File: config.mk
export PLATFORM = sky130hd
export DESIGN_NAME = adc_trigger_sequencer
export DESIGN_NICKNAME = d
export VERILOG_FILES = /design/src/rtl/adc_trig_pkg.sv /design/src/rtl/trig_level_detect.sv /design/src/rtl/adc_trigger_sequencer.sv
export SDC_FILE = /design/constraint.sdc
export NUM_CORES = 1
export LEC_CHECK = 0
export ABC_AREA = 1
export ABC_CLOCK_PERIOD_IN_PS = 3340
export CORE_UTILIZATION = 51
export CTS_CLUSTER_DIAMETER = 50
export CTS_CLUSTER_SIZE = 20
export DETAILED_ROUTE_END_ITERATION = 8
export PLACE_DENSITY_LB_ADDON = 0.25
export SLEW_MARGIN = 20
export SYNTH_ARGS = -nofsm -noshare
export SYNTH_HDL_FRONTEND = slang
export SYNTH_SLANG_ARGS = --single-unit
export TNS_END_PERCENT = 100
File: constraint.sdc
create_clock -name clk -period 3.34 [get_ports clk]
set_clock_uncertainty 0.15 [all_clocks]
set_input_delay 0.501 -clock clk [delete_from_list [all_inputs] [get_ports clk]]
set_output_delay 0.501 -clock clk [all_outputs]
set_load 0.005 [all_outputs]
File: src/rtl/adc_trig_pkg.sv
// rtl/adc_trig_pkg.sv - shared encodings for the ADC trigger sequencer
//
// Purpose: state, mode and slope encodings used by the sequencer top level
// and its level detector. No ports.

package adc_trig_pkg;

  typedef enum logic [2:0] {
    ST_IDLE    = 3'd0,
    ST_PRIME   = 3'd1,
    ST_ARMED   = 3'd2,
    ST_FIRE    = 3'd3,
    ST_HOLDOFF = 3'd4
  } seq_state_e;

  typedef enum logic [1:0] {
    MODE_AUTO   = 2'd0,
    MODE_NORMAL = 2'd1,
    MODE_SINGLE = 2'd2,
    MODE_STOP   = 2'd3
  } trig_mode_e;

  typedef enum logic {
    SLOPE_RISING  = 1'b0,
    SLOPE_FALLING = 1'b1
  } trig_slope_e;

endpackage

File: src/rtl/trig_level_detect.sv
// rtl/trig_level_detect.sv - hysteresis thresholds and prime/edge compares
//
// Purpose: derives the saturated lo/hi hysteresis thresholds around
// trig_level and flags the prime and edge conditions for the current sample.
// Purely combinational; both flags are forced low when sample_en=0.
// Ports:
//   adc_data   in  ADC_W  current filtered sample
//   sample_en  in  1      sample strobe
//   trig_level in  ADC_W  threshold, unsigned
//   trig_hyst  in  8      hysteresis in LSBs
//   trig_slope in  1      0=rising, 1=falling
//   prime_hit  out 1      sample is on the far side of the hysteresis band
//   edge_hit   out 1      sample has crossed trig_level in the slope direction

module trig_level_detect
  import adc_trig_pkg::*;
#(
  parameter int ADC_W = 12
) (
  input  logic [ADC_W-1:0] adc_data,
  input  logic             sample_en,
  input  logic [ADC_W-1:0] trig_level,
  input  logic [7:0]       trig_hyst,
  input  logic             trig_slope,
  output logic             prime_hit,
  output logic             edge_hit
);

  logic [ADC_W:0]   level_x;
  logic [ADC_W:0]   hyst_x;
  logic [ADC_W:0]   diff_x;
  logic [ADC_W:0]   sum_x;
  logic [ADC_W-1:0] lo;
  logic [ADC_W-1:0] hi;

  always_comb begin
    level_x = {1'b0, trig_level};
    hyst_x  = (ADC_W+1)'(trig_hyst);
    diff_x  = level_x - hyst_x;
    sum_x   = level_x + hyst_x;

    // One extra bit catches the borrow / carry so the band clamps at the
    // ends of the ADC range instead of wrapping around.
    lo = diff_x[ADC_W] ? '0 : diff_x[ADC_W-1:0];
    hi = sum_x[ADC_W]  ? '1 : sum_x[ADC_W-1:0];

    prime_hit = 1'b0;
    edge_hit  = 1'b0;
    if (sample_en) begin
      if (trig_slope == SLOPE_FALLING) begin
        prime_hit = (adc_data >= hi);
        edge_hit  = (adc_data <= trig_level);
      end else begin
        prime_hit = (adc_data <= lo);
        edge_hit  = (adc_data >= trig_level);
      end
    end
  end

endmodule

File: src/rtl/adc_trigger_sequencer.sv
// rtl/adc_trigger_sequencer.sv - DSO trigger arming / firing sequencer
//
// Purpose: arms on the hysteresis prime condition, fires on the level edge
// (or on the auto timeout), handshakes with the capture controller and
// applies a post-capture holdoff before re-arming. Runs auto / normal /
// single / stop scope modes.
// Ports:
//   clk, rst_n     clock and synchronous active-low reset
//   adc_data       filtered sample, valid with sample_en
//   sample_en      sample strobe (capture controller mem_en)
//   cap_triggered  capture controller is filling the post-trigger buffer
//   cap_done       capture controller is swapping banks
//   trig_level, trig_hyst, trig_slope   trigger threshold setup
//   trig_mode      0=auto 1=normal 2=single 3=stop
//   arm_single     one-clk pulse arming single mode from IDLE
//   holdoff        sample ticks to wait after cap_done
//   auto_timeout   clk cycles before a forced trigger in auto, 0=never
//   trigger_req    registered trigger request (high throughout FIRE)
//   trig_forced    last firing came from the auto timeout
//   single_done    sticky, single capture finished
//   trig_count     triggers issued, wraps
//   seq_state      state register readback

module adc_trigger_sequencer
  import adc_trig_pkg::*;
#(
  parameter int ADC_W  = 12,
  parameter int HOLD_W = 20,
  parameter int TO_W   = 24
) (
  input  logic              clk,
  input  logic              rst_n,
  input  logic [ADC_W-1:0]  adc_data,
  input  logic              sample_en,
  input  logic              cap_triggered,
  input  logic              cap_done,
  input  logic [ADC_W-1:0]  trig_level,
  input  logic [7:0]        trig_hyst,
  input  logic              trig_slope,
  input  logic [1:0]        trig_mode,
  input  logic              arm_single,
  input  logic [HOLD_W-1:0] holdoff,
  input  logic [TO_W-1:0]   auto_timeout,
  output logic              trigger_req,
  output logic              trig_forced,
  output logic              single_done,
  output logic [15:0]       trig_count,
  output logic [2:0]        seq_state
);

  seq_state_e        state_q, state_d;
  logic              trigger_req_q, trigger_req_d;
  logic              trig_forced_q, trig_forced_d;
  logic              single_done_q, single_done_d;
  logic [15:0]       trig_count_q, trig_count_d;
  logic [TO_W-1:0]   to_ctr_q, to_ctr_d;
  logic [HOLD_W-1:0] hold_ctr_q, hold_ctr_d;
  // 0 while HOLDOFF still waits for cap_done, 1 once counting sample ticks
  logic              cap_seen_q, cap_seen_d;

  logic              prime_hit;
  logic              edge_hit;
  logic              run_free;
  logic              timeout_hit;
  logic              hold_expired;
  logic              hold_done;
  logic [TO_W-1:0]   to_ctr_inc;

  trig_level_detect #(
    .ADC_W (ADC_W)
  ) u_level_detect (
    .adc_data   (adc_data),
    .sample_en  (sample_en),
    .trig_level (trig_level),
    .trig_hyst  (trig_hyst),
    .trig_slope (trig_slope),
    .prime_hit  (prime_hit),
    .edge_hit   (edge_hit)
  );

  always_comb begin
    run_free    = (trig_mode == MODE_AUTO) || (trig_mode == MODE_NORMAL);
    // >= rather than == so lowering auto_timeout below the running count
    // fires at once instead of waiting for the saturated counter.
    timeout_hit = (trig_mode == MODE_AUTO) && (auto_timeout != '0) &&
                  (to_ctr_q >= auto_timeout - TO_W'(1));
    to_ctr_inc  = (to_ctr_q == '1) ? to_ctr_q : to_ctr_q + TO_W'(1);
    // The tick being counted now is included; holdoff=0 is covered too.
    hold_expired = ({1'b0, hold_ctr_q} + (HOLD_W+1)'(1)) >= {1'b0, holdoff};
  end

  always_comb begin
    state_d       = state_q;
    trig_forced_d = trig_forced_q;
    single_done_d = single_done_q;
    trig_count_d  = trig_count_q;
    to_ctr_d      = to_ctr_q;
    hold_ctr_d    = hold_ctr_q;
    cap_seen_d    = cap_seen_q;
    hold_done     = 1'b0;

    // Stop overrides everything and leaves the sticky status untouched.
    if (trig_mode == MODE_STOP) begin
      state_d = ST_IDLE;
    end else begin
      unique case (state_q)
        ST_IDLE: begin
          if (run_free || ((trig_mode == MODE_SINGLE) && arm_single)) begin
            state_d  = ST_PRIME;
            to_ctr_d = '0;
            if ((trig_mode == MODE_SINGLE) && arm_single) begin
              single_done_d = 1'b0;
            end
          end
        end

        ST_PRIME: begin
          to_ctr_d = to_ctr_inc;
          if (timeout_hit) begin
            state_d       = ST_FIRE;
            trig_forced_d = 1'b1;
          end else if (prime_hit) begin
            state_d = ST_ARMED;
          end
        end

        ST_ARMED: begin
          to_ctr_d = to_ctr_inc;
          // A real edge takes priority over a timeout on the same cycle.
          if (edge_hit) begin
            state_d       = ST_FIRE;
            trig_forced_d = 1'b0;
          end else if (timeout_hit) begin
            state_d       = ST_FIRE;
            trig_forced_d = 1'b1;
          end
        end

        ST_FIRE: begin
          if (cap_triggered) begin
            state_d      = ST_HOLDOFF;
            trig_count_d = trig_count_q + 16'd1;
            cap_seen_d   = 1'b0;
            hold_ctr_d   = '0;
          end
        end

        ST_HOLDOFF: begin
          if (!cap_seen_q) begin
            if (cap_done) begin
              if (holdoff == '0) begin
                hold_done = 1'b1;
              end else begin
                cap_seen_d = 1'b1;
                hold_ctr_d = '0;
              end
            end
          end else if (sample_en) begin
            if (hold_expired) begin
              hold_done = 1'b1;
            end else begin
              hold_ctr_d = hold_ctr_q + HOLD_W'(1);
            end
          end

          // Mode is sampled at exit, so a switch to single mid-cycle
          // finishes this capture and then parks in IDLE.
          if (hold_done) begin
            if (trig_mode == MODE_SINGLE) begin
              state_d       = ST_IDLE;
              single_done_d = 1'b1;
            end else begin
              state_d  = ST_PRIME;
              to_ctr_d = '0;
            end
          end
        end

        default: begin
          state_d = ST_IDLE;
        end
      endcase
    end

    trigger_req_d = (state_d == ST_FIRE);
  end

  always_ff @(posedge clk) begin
    if (!rst_n) begin
      state_q       <= ST_IDLE;
      trigger_req_q <= 1'b0;
      trig_forced_q <= 1'b0;
      single_done_q <= 1'b0;
      trig_count_q  <= '0;
      to_ctr_q      <= '0;
      hold_ctr_q    <= '0;
      cap_seen_q    <= 1'b0;
    end else begin
      state_q       <= state_d;
      trigger_req_q <= trigger_req_d;
      trig_forced_q <= trig_forced_d;
      single_done_q <= single_done_d;
      trig_count_q  <= trig_count_d;
      to_ctr_q      <= to_ctr_d;
      hold_ctr_q    <= hold_ctr_d;
      cap_seen_q    <= cap_seen_d;
    end
  end

  assign trigger_req = trigger_req_q;
  assign trig_forced = trig_forced_q;
  assign single_done = single_done_q;
  assign trig_count  = trig_count_q;
  assign seq_state   = state_q;

endmodule
* After elaboration in Yosys (flattened, before gate mapping) *
Cells that the tools add are included.
W data, S select, Z words.

word-level totals
  logic and storage cells = 110
  input port bits = 85
  bits in registers = 67
  output and inout port bits = 22

cells by class
  add/subtract/negate cells = 7
  muxes and demuxes = 48
  magnitude comparators = 6
  eq/ne operators = 20
  bitwise logic cells = 1
  reduce and logical (&&, ||, !) cells = 20

operator list
  cell                     number
  $mux W20                 6
  $mux W24                 4
  $pmux W24 S3             1
  $pmux W20 S2             1
  $add A24 B1 Y24 const B  1
  $eq A24 B24 Y1 const B   1
  $ge A12 B12 Y1           2
  $ge A24 B24 Y1           1
  $le A12 B12 Y1           2
  $mux W12                 2
  $mux W3                  8
  $reduce_bool A24 Y1      1
  $sub A24 B1 Y24 const B  1
  $mux W1                  22
  $add A20 B1 Y21 const B  1
  $ge A21 B20 Y1           1
  $add A20 B1 Y20 const B  1
  $logic_not A20 Y1        1
  $add A16 B1 Y16 const B  1
  $pmux W3 S5              1
  $ne A2 B2 Y1 const B     7
  $add A12 B8 Y13          1
  $sub A12 B8 Y13          1
  $ne A3 B3 Y1 const B     4
  18 further kinds         30

* Logic depth before layout (Yosys ltp) *
  word-level depth = 11
  mapped depth = 31

* Cells and area by module *
A second synthesis with hierarchy kept.

second synthesis, totals
  cells, all modules = 1267
  area, all modules = 8016.4 um^2

by module, submodules not included
  module                 seq. area each (um^2)  area an instance (um^2)  cells each  instances
  adc_trigger_sequencer  1341.3                 5952.0                   912         1
  trig_level_detect      0.0                    2064.5                   355         1

* Worst setup path after synthesis *
Ideal clock, no wire load.

  kind = input-to-reg
  start point = input port trig_level[0]
  end point = register trigger_req_q (netlist: trigger_req)
  arrival time = 3.413 ns
  library setup time = 0.109 ns
  slack = -0.332 ns
  data required time = 3.081 ns
  stages on the path = 31
  cell sequence = inv_1 ha_1 fa_1 inv_1 nand2_1 nand2_1 nand2_1 nand2_1 nand2_1 nand2_1 a21oi_1 nor2_1 o21ai_0 nand3_1 inv_1 or2_2 ha_1 inv_1 o21bai_1 nand2_1 nand2_1 nand2_1 nand3_1 a21oi_1 nand3_1 nand2_1 nand2_1 nand2_1 nand3_1 nand2_1 inv_1

between the ends
  longest elaborated chain between the ends = 10
  elaborated cells on any way between the ends = 18
  classes of those cells = 2 x add/sub; 4 x order compare; 1 x eq/ne; 11 x mux

RTL lines
  element                                             line                                              RTL
  start, declared                                     adc_trigger_sequencer.sv:37                       input logic [ADC_W-1:0] trig_level,
  $sub A12 B8 Y13 or $add A12 B8 Y13 (tied branches)  trig_level_detect.sv:39, trig_level_detect.sv:40
  $mux W12 (on tied branches)                         trig_level_detect.sv:44, trig_level_detect.sv:45
  $le A12 B12 Y1 or $ge A12 B12 Y1 (tied branches)    trig_level_detect.sv:54, trig_level_detect.sv:51
  $mux W1                                             trig_level_detect.sv:50                           if (trig_slope == SLOPE_FALLING) begin
  $mux W1                                             trig_level_detect.sv:49                           if (sample_en) begin
  $mux W3                                             adc_trigger_sequencer.sv:122                      end else if (prime_hit) begin
  $mux W3                                             adc_trigger_sequencer.sv:119                      if (timeout_hit) begin
  $pmux W3 S5 *                                       adc_trigger_sequencer.sv:106                      unique case (state_q)
  $mux W3 *                                           adc_trigger_sequencer.sv:103                      if (trig_mode == MODE_STOP) begin
  $eq A3 B2 Y1 *                                      adc_trigger_sequencer.sv:185                      trigger_req_d = (state_d == ST_FIRE);
  end signal, assigned                                adc_trigger_sequencer.sv:200                      trigger_req_q <= trigger_req_d;
  end, declared                                       adc_trigger_sequencer.sv:52                       logic trigger_req_q, trigger_req_d;

Mark *: on every way between the ends. The rest lies on a longest branch, timed or not.
A chain may end at the register's enable or synchronous reset.

* Final worst setup path *
  start point = input port trig_hyst[2]
  end point = register state_q[0] (netlist: seq_state[0])

between the ends
  longest elaborated chain between the ends = 9
  elaborated cells on any way between the ends = 12
  classes of those cells = 2 x add/sub; 2 x order compare; 8 x mux

RTL lines
  element                                             line                                              RTL
  start, declared                                     adc_trigger_sequencer.sv:38                       input logic [7:0] trig_hyst,
  $sub A12 B8 Y13 or $add A12 B8 Y13 (tied branches)  trig_level_detect.sv:39, trig_level_detect.sv:40
  $mux W12 (on tied branches)                         trig_level_detect.sv:44, trig_level_detect.sv:45
  $le A12 B12 Y1 or $ge A12 B12 Y1 (tied branches)    trig_level_detect.sv:54, trig_level_detect.sv:51
  $mux W1 *                                           trig_level_detect.sv:50
  $mux W1 *                                           trig_level_detect.sv:49
  $mux W3 *                                           adc_trigger_sequencer.sv:122
  $mux W3 *                                           adc_trigger_sequencer.sv:119
  $pmux W3 S5 *                                       adc_trigger_sequencer.sv:106
  $mux W3 *                                           adc_trigger_sequencer.sv:103
  end signal, assigned                                adc_trigger_sequencer.sv:199                      state_q <= state_d;
  end, declared                                       adc_trigger_sequencer.sv:51                       seq_state_e state_q, state_d;

Marked as above.

==> flow_metrics.tcl <==
set metrics [dict create \
    ant_nets 0 \
    num_rows 44 \
    synth-adder-area-share_pct 16.9 \
    drv_cap 0 \
    dieArea_sq_um 15400 \
    antenna_found_initial 0 \
    cpMaxStageDelayCell "ha_1" \
    synth_common_cells "232 x nand2_1, 184 x inv_1, 179 x nor2_1" \
    cts_tree "built" \
    wl_mm 24.0 \
    worst_pin_slew_ns 0.734 \
    synth_xor_area_share_pct 6.77 \
    ios 107 \
    grt_pass1_wl_mm 37.2 \
    max_freq_mhz 281 \
    grt_pass1_vias 8262 \
    synth_top_family_by_area "simple AND/OR/NAND/NOR gates" \
    cp-start-kind "primary input" \
    port_buffers 106 \
    p_leak_nw 4.98 \
    avgSynthCellArea_sq_um 6.26 \
    cpMostUsedCell "nand2_1" \
    clk_pin_slew_worst_paths_ns 0.05 \
    powerDensity_nw_per_um2 251 \
    gr-total-overflow 0 \
    finalCriticalPeriod_ns 3.56 \
    die_width_um 124 \
    ir_worst_vdd_v 0.000263 \
    outcome "finished with violations" \
    ys_warn_count 0 \
    synth_area_sq_um 7630 \
    area_delta_synth_final_pct 44.7 \
    setup_viol 5 \
    syn-instance-count 1218 \
    post-route-drc-count 0 \
    rsz0062_at_grt "true" \
    stdcell_count 1645 \
    worstPathRequired_ns 3.47 \
    nets 1643 \
    die_h_um 124 \
    path_class "primary input to register" \
    arrival_ns 3.69 \
    core_sq_um 14600 \
    synth.most_common_cell "nand2_1" \
    syn-num-nets 1405 \
    via_count 8999 \
    critPathMaxStageDelay_ns 0.30 \
    synth_top_cell_by_area "dfxtp_1" \
    ys_seq_elements 67 \
    synth-async-reset-ratio_pct 0 \
    cts_root_buffer "clkbuf_16" \
    placed_cell_area_sq_um 9660 \
    synth_mux_area_share_pct 0 \
    antennaDiodeCount 0 \
    cts_hold_buffers 0 \
    final_layout_size_suffix_gt1_share_pct 23.9 \
    timing.final.crit_share_pct 107 \
    gp_congestion 0.938 \
    synth-compound-area-share_pct 12.1 \
    final_cell_area_sq_um 11000 \
    crit_family "compound AO/OA/AOI/OAI gates" \
    hpwlAfterDp_mm 16.8 \
    drt_iter0_drc 735 \
    endpoint_kind "register" \
    clock_path_buffers 2 \
    ys_top_cells_by_area "dfxtp_1 18%, ha_1 16%, nand2_1 11%, inv_1 9.1%, nor2_1 8.8%" \
    viasPerCell 5.47 \
    critPathBufInv 5 \
    clock_latency_ns 0.34 \
    start_util_pct 52.3 \
    ys_seq_area_share_pct 17.6 \
    synth_top_area_share_pct 17.6 \
    layout_setup_ws_ns -0.223 \
    synth_simple_gate_area_share_pct 35.7 \
    dpl.cell_count 1592 \
    hold_violations 0 \
    firstDrtPassIters 5 \
    cts_max_level 3 \
    violations "negative setup slack" \
    hold_class "register to register" \
    synth_flop_cell "dfxtp_1" \
    grt_usage_pct 28.5 \
    grt_max_degree 33 \
    slew_headroom_pct 51.0 \
    yosysUniqueCellTypes 43 \
    cp_max_fo 5 \
    synth_edf_count 0 \
    cts.sinks 67 \
    post_drt_wl_per_cell_um 14.6 \
    numCtsBuffers 9 \
    slew_violations 0 \
]
[path summary, 6_finish.rpt]
check / end / start / cells past startpoint / slack [ns]
setup / recovery: seq_state[0] / trig_hyst[2] / 26 / -0.22
hold reg to reg: trig_count[15] / trig_count[15] / 2 / 0.31
hold / removal: trig_count[15] / trig_count[15] / 2 / 0.31
setup reg to reg: to_ctr_q[3] / hold_ctr_q[4] / 20 / -0.04
[state kept, by name, indices dropped and copies added, names as in the netlist]
signal,flops
to_ctr_q,24
hold_ctr_q,20
trig_count,16
seq_state,3
cap_seen_q,1
single_done,1
trig_forced,1
trigger_req,1
[kinds of logic (layout without fill, tap and decap cells)]
group | count (synthesis) | after routing
AND/OR/NAND/NOR | 615 | 616
buffers and inverters | 210 | 452
AO/OA/AOI/OAI | 165 | 165
adder cells (fa/ha/maj) | 102 | 102
flip-flops | 67 | 67
XOR/XNOR | 59 | 59
[per-layer routing]
metal | up-vias | routed length [um] | global-route usage, %
li1 | 4454 | - | -
met1 | 4130 | 10100 | 35.3
met2 | 332 | 11700 | 50.2
met3 | 83 | 1230 | 3.26
met4 | 0 | 964 | 10.8
met5 | - | 0 | 0
[stage by stage]
step / total power [mW] / TNS [ns] / setup slack (ns) / hold slack, ns / util (%)
floorplan: 1.26 / -0.110 / -0.0595 / 0.292 / -
global placement: 1.56 / -3.24 / -0.907 / 0.286 / 66.2
detailed placement: 1.58 / -4.34 / -1.01 / 0.304 / 66.2
CTS: 2.68 / -0.0515 / -0.0275 / 0.317 / 71.6
global route: 2.90 / -7.51 / -0.426 / 0.338 / 75.7
finish: 2.77 / -0.634 / -0.223 / 0.314 / 75.7
[report_power, final]
part           switching (mW)  leakage, nW  internal, mW
logic                   0.501         4.28         0.426
registers             0.00945        0.542         0.806
clock network           0.376        0.153         0.655
total                   0.886         4.98          1.89
[worst reg2reg max path, cell delays in order (launching register included)]
cell	delay, ns
dfxtp_1	0.45
inv_1	0.18
nor4_1	0.32
nand2_1	0.13
o21ai_1	0.19
nand2_2	0.09
inv_1	0.06
ha_1	0.21
nand2_1	0.11
nor2_4	0.06
buf_4	0.12
nand4_1	0.09
nand2_1	0.06
a21oi_1	0.17
nand2_2	0.11
nand3_4	0.09
nand3_4	0.13
buf_6	0.17
nand2_8	0.14
nand2_1	0.10
a21oi_1	0.17
[final cells by class]
type	instances	area (sq um)
Timing Repair Buffer	248	2200
Multi-Input combinational cell	942	6220
Clock inverter	6	90.1
Sequential cell	67	1350
Inverter	188	721
Clock buffer	10	229
Tap cell	184	230
Fill cell	1096	3550
[placed cells by master, fill, tap and decap left out, types with 4 or more instances in the layout]
cell and instances:
nand2_4 5, nor3_1 26, xor2_1 43, ha_1 85, inv_2 22, inv_1 163
or2_2 4, nand3_2 8, nor2_4 11, buf_6 12, o21ai_2 9, o21ai_0 28
dlymetal6s2s_1 4, nand2_1 190, o21bai_1 4, nor3_2 8, a21oi_2 16, o21a_1 5
nand3_1 81, nor2_1 164, nor3_4 5, nor4_1 12, buf_4 128, clkbuf_16 10
dlygate4sd2_1 15, clkdlybuf4s50_1 81, dfxtp_1 63, o21ai_1 13, nand4_1 30, nand2_2 41
nor2_2 11, nand3_4 4, a21oi_1 79, ha_4 15, xnor2_1 11
[repair_timing]
item | in CTS | in global routing
resized for setup | 121 | 119
endpoints found under the setup margin | 39 | 50
cloned | 0 | 2
buffers inserted | 22 | 13
pin swaps | 67 | 64
endpoints found under the hold margin | 0 | 0
(Power assumes the default switching activity.)
